### src/rtl/seq_divider_pkg.sv
// Shared types for the sequential signed divider.
// Operands are DW+1 bit two's complement; results are sign/magnitude.
package seq_divider_pkg;

  localparam int DW = 8;
  localparam int BW = $clog2(DW);

  typedef logic [DW:0]   comp2_t;
  typedef logic [DW-1:0] val_t;
  typedef logic [BW:0]   count_t;
  typedef logic          sign_t;
  typedef logic [DW:0]   prem_t;

  typedef struct packed {
    val_t  val;
    sign_t sign;
  } comp2_st;

  typedef struct packed {
    val_t  mag;
    sign_t sign;
  } div_st;

  typedef enum logic [1:0] {
    D_IDLE,
    D_INIT,
    D_SUB_SHIFT,
    D_DONE
  } div_state_t;

  localparam count_t STEP_LAST = count_t'(DW - 1);

endpackage

### src/rtl/seq_divider_comp2_to_mag.sv
// Two's complement to sign/magnitude converter.
// The most negative code has no magnitude and is flagged as illegal.
module comp2_to_mag
  import seq_divider_pkg::*;
(
  input  comp2_t  x,
  output comp2_st y,
  output logic    illegal
);

  comp2_t neg;

  // negate, then pick magnitude by sign; -2^DW maps to magnitude 0
  always_comb begin
    neg     = ~x + comp2_t'(1);
    y.sign  = x[DW];
    y.val   = x[DW] ? neg[DW-1:0] : x[DW-1:0];
    illegal = (x == {1'b1, {DW{1'b0}}});
  end

endmodule

### src/rtl/seq_divider.sv
// Sequential signed restoring divider, one subtract step per clock.
// Results are sign/magnitude and hold until the next division.
module seq_divider
  import seq_divider_pkg::*;
(
  input  logic          clk,
  input  logic          rst,
  input  logic          start,
  input  logic [DW:0]   dividend,
  input  logic [DW:0]   divisor,
  output logic [DW-1:0] quot_mag,
  output logic          quot_sign,
  output logic [DW-1:0] rem_mag,
  output logic          rem_sign,
  output logic          busy,
  output logic          ready,
  output logic          err
);

  div_state_t state, state_nxt;

  comp2_st dd, dv;
  logic    dd_ill, dv_ill;

  val_t   q, d;
  prem_t  r;
  count_t cnt;
  sign_t  sq, sr;

  prem_t t, r_step;
  val_t  q_step;
  logic  ge, bad;
  div_st quot_n, rem_n;

  comp2_to_mag u_dividend (
    .x       (dividend),
    .y       (dd),
    .illegal (dd_ill)
  );

  comp2_to_mag u_divisor (
    .x       (divisor),
    .y       (dv),
    .illegal (dv_ill)
  );

  assign busy  = (state != D_IDLE);
  assign ready = (state == D_DONE);

  // one restoring step plus the signed view of its result
  always_comb begin
    t           = {r[DW-1:0], q[DW-1]};
    ge          = (t >= {1'b0, d});
    r_step      = ge ? (t - {1'b0, d}) : t;
    q_step      = {q[DW-2:0], ge};
    bad         = (divisor == '0) | dd_ill | dv_ill;
    quot_n.mag  = q_step;
    quot_n.sign = sq & (q_step != '0);
    rem_n.mag   = r_step[DW-1:0];
    rem_n.sign  = sr & (r_step != '0);
  end

  // state register
  always_ff @(posedge clk) begin
    if (rst) state <= D_IDLE;
    else     state <= state_nxt;
  end

  // next-state logic
  always_comb begin
    state_nxt = state;
    unique case (state)
      D_IDLE:      if (start) state_nxt = D_INIT;
      D_INIT:      state_nxt = bad ? D_DONE : D_SUB_SHIFT;
      D_SUB_SHIFT: if (cnt == '0) state_nxt = D_DONE;
      D_DONE:      state_nxt = D_IDLE;
    endcase
  end

  // datapath and result registers; results land on the edge into DONE
  always_ff @(posedge clk) begin
    if (rst) begin
      q         <= '0;
      d         <= '0;
      r         <= '0;
      cnt       <= '0;
      sq        <= 1'b0;
      sr        <= 1'b0;
      quot_mag  <= '0;
      quot_sign <= 1'b0;
      rem_mag   <= '0;
      rem_sign  <= 1'b0;
      err       <= 1'b0;
    end else begin
      unique case (state)
        D_IDLE: begin
          if (start) err <= 1'b0;
        end
        D_INIT: begin
          q   <= dd.val;
          d   <= dv.val;
          r   <= '0;
          sq  <= dd.sign ^ dv.sign;
          sr  <= dd.sign;
          cnt <= STEP_LAST;
          if (bad) begin
            err       <= 1'b1;
            quot_mag  <= '1;
            quot_sign <= 1'b0;
            rem_mag   <= dd.val;
            rem_sign  <= 1'b0;
          end
        end
        D_SUB_SHIFT: begin
          q   <= q_step;
          r   <= r_step;
          cnt <= cnt - count_t'(1);
          if (cnt == '0) begin
            quot_mag  <= quot_n.mag;
            quot_sign <= quot_n.sign;
            rem_mag   <= rem_n.mag;
            rem_sign  <= rem_n.sign;
          end
        end
        D_DONE: begin
        end
      endcase
    end
  end

endmodule
### config.mk
export PLATFORM = sky130hd
export DESIGN_NAME = seq_divider
export DESIGN_NICKNAME = d
export VERILOG_FILES = /design/src/rtl/seq_divider_pkg.sv /design/src/rtl/seq_divider_comp2_to_mag.sv /design/src/rtl/seq_divider.sv
export SDC_FILE = /design/constraint.sdc
export NUM_CORES = 1
export LEC_CHECK = 0
export BUFFER_PORTS_ARGS = -buffer_cell sky130_fd_sc_hd__buf_4
export CAP_MARGIN = 20
export CORE_ASPECT_RATIO = 0.5
export CORE_MARGIN = 4
export CORE_UTILIZATION = 50
export DETAILED_ROUTE_END_ITERATION = 8
export HOLD_SLACK_MARGIN = 0.15
export PLACE_DENSITY = 0.82
export SYNTH_ARGS = -nofsm -noshare
export SYNTH_HDL_FRONTEND = slang
export SYNTH_SLANG_ARGS = --single-unit
### constraint.sdc
create_clock -name clk -period 4.4 [get_ports clk]
set_input_delay 0.66 -clock clk [delete_from_list [all_inputs] [get_ports clk]]
set_output_delay 0.66 -clock clk [all_outputs]
set_load 0.01 [all_outputs]
==> summary.txt, run 1 <==
Status = finished, final reports clean
Synthesized Nets = 429
Most common cell after layout, fill and taps aside = dfxtp_1
Cts repair resizes = 0
Number of global-route vias before repair = 2757
Async S/R FF share, synth = 0%
Clk Latency, worst-skew pair = 0.29 ns
Cell Pwr Density = 786 mW/mm²
Post-Route WL = 8120 µm
Final Hold Violating Endpoints = 0
Wire per inst = 16.0 µm
Design area = 0.00366 mm²
Mapped cell area = 0.00318 mm²
H-tree depth = 2
Post-synth EDFFs = 0
Largest family of logic cells by synthesized area = compound AO/OA/AOI/OAI gates
Slowest cell on crit path = ha_1
CP arrival = 2.73 ns
DRC = 0
CTS max path bufs = 2
Placed Cells = 500
Mean Syn Cell Area = 8.13 µm²
Die W = 121 µm
Placed wire-length estimate = 5950 µm
Std cell rows = 20
Post-Synthesis Cells = 391
Internal Pwr Total = 1.51 mW
FF+latch count, synth = 51
Switch Pwr = 1.37 mW
Vias per cell = 5.97
First-pass GRT wire length = 13500 µm
RSZ-0062 raised after global routing = no
Worst hold-check path type = reg2reg
Gpl congestion = 0.901
Peak supply drop = 0.313 mV
Period utilization = 58.0%
Commonest cells after routing, fill and taps aside = 51 x dfxtp_1, 43 x buf_4, 42 x nor2_1
Area Overhead vs Synth = 15.1%
Yosys cell types = 69
Clock slew at reported path FFs = 0.07 ns
Synth Area in XOR/XNOR = 4.13%
Combinational Power Share = 60.3%
Startpoint Class = flip-flop
IO Port Bufs = 41
Clk pwr share = 13.8%
Post-synth top area share = 32.1%
Critical path class = reg2reg
CP required = 4.58 ns
Crit path max fanout = 21
CTS tree = built
Initial DRT Pass Iterations = 5
Simple-gate share of the synthesized area = 22.6%
GR Overflow Total = 0
Initial cell density of the core = 52.1%
Initial antenna violation count = 0
Num CTS Buffers = 5
Finish-stage setup viols = 0
CP peak stage delay = 0.72 ns
Setup Fix Bufs, Post-CTS = 0
Seq/Total Area, Yosys = 32.1%
Switching Fraction = 47.6%
GRT Total Usage = 21.4%
DRT antenna net count = 0
F_max = 392 MHz
Clock root cell = clkbuf_16
Core area = 0.00611 mm²
LEAKAGE = 1.49 nW
Fill cell count = 566
Die height = 64.4 µm
Largest net degree at the start of global routing = 50
Setup tns final = 0 ns
Headroom to the max-slew limit = 43.0%
Initial drt markers = 246
Vias = 3033
Clock sinks = 51
Post-cts hold buffer count = 0
Area contributors post-synth = dfxtp_1 32%, ha_1 6.3%, nor2_1 5.0%, nand2_1 4.0%, a21oi_1 3.8%
Worst-Margin Slew = 0.855 ns
Antenna Cells = 0
Compound-Gate Fraction of Synth Area = 25.6%
I/O Pins = 42
Final nets = 457
Fin crit period = 2.55 ns
Worst Skew = 0.00828 ns
DP Area = 0.00351 mm²
Area leader, netlist = dfxtp_1
CP Capture Type = flip-flop
Multiplexer share of the synthesized area = 2.20%
Sequential power share = 25.8%
Die footprint = 0.00778 mm²
Non-Filler Instances = 508
Post-Synth Adder-Cell Area = 6.93%
Top FF cell, synth = dfxtp_1
Layout cell share with drive strength beyond 1 = 16.4%
Yosys warning total = 0
Final Max Tran Viols = 0
Critical path cell sequence = inv_1 > ha_1 > mux2i_1 > a31o_1 > and3_1 > a31oi_1 > o21ai_1
Max Cap Viol = 0
[per-layer routing]
metal / global-route usage, % / part of all wire (%) / vias to the layer above / wire (µm)
met2: 35.0 / 46 / 124 / 3770
li1: - / - / 1462 / -
met1: 29.0 / 44 / 1430 / 3560
met3: 4.33 / 8.1 / 17 / 654
met5: 0 / 0 / - / 0
met4: 5.65 / 1.5 / 0 / 123
[cell usage after synthesis, types with 5 or more instances]
master / count
a211oi_1: 14
a21oi_1: 24
and3_1: 5
clkbuf_1: 12
dfxtp_1: 51
ha_1: 16
inv_1: 26
mux2i_1: 7
nand2_1: 34
nand2b_1: 5
nand3_1: 13
nand4_1: 6
nor2_1: 42
nor3_1: 8
nor3b_1: 5
o21ai_0: 20
xnor2_1: 7
xor2_1: 8
[flip-flops by register name (all words and copies together) (netlist names)]
register,flops
sr,1
rem_sign,1
err,1
r,8
d,8
cnt,4
rem_mag,8
quot_sign,1
q,8
state,2
quot_mag,8
sq,1
[cell type report]
cell class / count / area, µm² / share of cell area [%]
Inverter: 27 / 101 / 2.77
Multi-Input combinational cell: 291 / 1950 / 53.4
Clock buffer: 5 / 125 / 3.42
Tap cell: 88 / 110 / 3.01
Clock inverter: 3 / 25.0 / 0.684
Timing Repair Buffer: 43 / 323 / 8.82
Sequential cell: 51 / 1020 / 27.9
[power groups by stage]
stage / clock [mW] / sequential (mW) / combinational, mW
after global routing: 0.415 / 0.761 / 1.92
final: 0.397 / 0.743 / 1.74
after floorplan: 0 / 0.750 / 1.28
after detailed placement: 0 / 0.751 / 1.69
after global placement: 0 / 0.750 / 1.66
after CTS: 0.400 / 0.740 / 1.71
[worst paths after layout]
| kind | startpoint | slack, ns | cells after the start | end |
|---|---|---|---|---|
| worst max-delay path | state[1] | 1.85 | 7 | rem_sign |
| worst min-delay path | quot_mag[6] | 0.46 | 2 | quot_mag[6] |
| worst max register to register | state[1] | 1.85 | 7 | rem_sign |
| worst min register to register | quot_mag[6] | 0.46 | 2 | quot_mag[6] |
[cell families (layout without fill, tap and decap cells)]
| kind of cell | after synthesis | in the layout |
|---|---|---|
| DFF | 51 | 51 |
| AOI/OAI and AO/OA | 111 | 111 |
| muxes | 7 | 7 |
| adders and majority gates | 17 | 17 |
| and+or+nand+nor | 141 | 141 |
| buffers and inverters | 49 | 78 |
| xor gates and xnor gates | 15 | 15 |
[critical path, delay by kind of cell, from the launching register on]
| kind | cells | cell delay [ns] |
|---|---|---|
| buf+inv | 1 | 0.11 |
| simple gates | 1 | 0.29 |
| mux | 1 | 0.28 |
| compound gates | 3 | 0.68 |
| flops | 1 | 0.35 |
| fa+ha+maj | 1 | 0.72 |
[through the flow]
step | util (%) | hold slack, ns | setup slack, ns | power [mW]
4_1_cts | 59.9 | 0.460 | 1.85 | 2.85
2_1_floorplan | - | 0.451 | 2.23 | 2.03
3_3_place_gp | 57.5 | 0.444 | 1.77 | 2.41
5_1_grt | 59.9 | 0.493 | 1.61 | 3.10
6_report | 59.9 | 0.458 | 1.85 | 2.88
3_5_place_dp | 57.5 | 0.449 | 1.71 | 2.44
Power figures use the tool's default switching activity.
==> run 2: changes to the inputs <==
Clock period 4.4 ns to 2.5 ns, I/O delays scaled along.
==> summary.txt, run 2 (synthesized netlist as in run 1, its figures left out) <==
Status = finished, final reports clean
CTS max path bufs = 2
Antenna Cells = 0
Setup tns final = 0 ns
Placed wire-length estimate = 6160 µm
Worst Skew = 0.00522 ns
Footprint of the multi-input gates = 0.00196 mm²
Clock slew at reported path FFs = 0.07 ns
Gpl congestion = 0.871
I/O Pins = 42
F_max = 426 MHz
Post-Route WL = 8500 µm
Area Overhead vs Synth = 17.0%
Die W = 121 µm
CP required = 2.69 ns
Period utilization = 93.8%
Largest net degree at the start of global routing = 49
Initial drt markers = 263
Initial DRT Pass Iterations = 5
Worst hold-check path type = in2reg
Final nets = 465
Initial cell density of the core = 52.1%
Vias per cell = 5.85
LEAKAGE = 1.53 nW
Non-Filler Instances = 516
Fill cell count = 521
CP arrival = 2.54 ns
CTS tree = built
First-pass GRT wire length = 13900 µm
Final Max Tran Viols = 0
Num CTS Buffers = 5
H-tree depth = 2
Wire per inst = 16.5 µm
CP Capture Type = flip-flop
Core area = 0.00611 mm²
Pre-CTS WS = 0.196 ns
Std cell rows = 20
Headroom to the max-slew limit = 65.4%
FF+latch area = 0.00102 mm²
Peak supply drop = 0.570 mV
Fin crit period = 2.35 ns
GRT Total Usage = 22.3%
Die footprint = 0.00778 mm²
Critical path class = reg2reg
Hold slack = 0.359 ns
Commonest cells after routing, fill and taps aside = 51 x dfxtp_1, 51 x buf_4, 42 x nor2_1
GR Overflow Total = 0
Vias = 3020
IO Port Bufs = 41
Finish-stage setup viols = 0
Total power = 5.17 mW
Clk Latency, worst-skew pair = 0.30 ns
Layout cell share with drive strength beyond 1 = 18.0%
Worst-Margin Slew = 0.518 ns
Clock sinks = 51
DRT antenna net count = 0
Clock root cell = clkbuf_16
Placed Cells = 508
DRC = 0
RSZ-0062 raised after global routing = no
Final Hold Violating Endpoints = 0
Startpoint Class = flip-flop
Max Cap Viol = 0
Die height = 64.4 µm
Initial antenna violation count = 0
Post-cts hold buffer count = 0
Cell Pwr Density = 1390 mW/mm²
Setup Fix Bufs, Post-CTS = 0
Number of global-route vias before repair = 2777
Setup ws final = 0.154 ns
Crit path max fanout = 10
==> run 2: changes by cell type in the layout (fill, tap and decap cells not counted) <==
| cell | change |
|---|---|
| buf_4 | +8 |
| a2111oi_1 | +1 |
| inv_8 | +1 |
| clkinv_2 | +1 |
| inv_6 | -2 |
| a2111oi_0 | -1 |
==> run 2: critical path, stage by stage, from the launching register on <==
cell and delay [ns]:
dfxtp_1 0.34, inv_1 0.05, ha_1 0.41, o21ai_2 0.11, a21o_4 0.22, a211o_1 0.41
a21oi_1 0.28, o21ai_0 0.16, a41o_1 0.26
==> run 2: path summary, 6_finish.rpt <==
kind | start | end | slack [ns] | cells after the start
setup / recovery | d[2] | rem_mag[2] | 0.15 | 8
hold / removal | divisor[0] | d[0] | 0.36 | 3
setup reg to reg | d[2] | rem_mag[2] | 0.15 | 8
hold reg to reg | quot_mag[6] | quot_mag[6] | 0.45 | 2
==> run 2: routing by layer <==
layer | up-vias | GRT usage, % | wire length [µm]
li1 | 1479 | - | -
met1 | 1393 | 29.8 | 3720
met2 | 135 | 36.3 | 3910
met3 | 13 | 5.39 | 760
met4 | 0 | 5.79 | 112
met5 | - | 0 | 0
==> run 2: report_power, final <==
part	internal [mW]	leakage (nW)	total [mW]	switching [mW]
Clock	0.377	0.0717	0.711	0.334
Sequential	1.10	0.418	1.30	0.201
Combinational	1.25	1.04	3.16	1.91
Total	2.72	1.53	5.17	2.45
==> run 2: repair_timing <==
item                                    4_1_cts  5_1_grt
endpoints found under the setup margin        0        1
resized for setup                             0        1
endpoints found under the hold margin         0        0
==> run 2: final cells by class <==
class,count,area share [%]
repair buffers,51,10.3
well taps,88,2.96
inverters,27,2.72
clock buffers,5,3.36
flip-flops and latches,51,27.4
clock inverters,3,0.639
multi-input cells,291,52.6
==> run 2: through the flow <==
| step | utilization, % | instance area [µm²] |
|---|---|---|
| after global routing | 60.9 | 3720 |
| after global placement | 58.5 | 3570 |
| after floorplan | - | 3180 |
| final | 60.9 | 3720 |
| after CTS | 60.9 | 3720 |
| after detailed placement | 58.5 | 3570 |
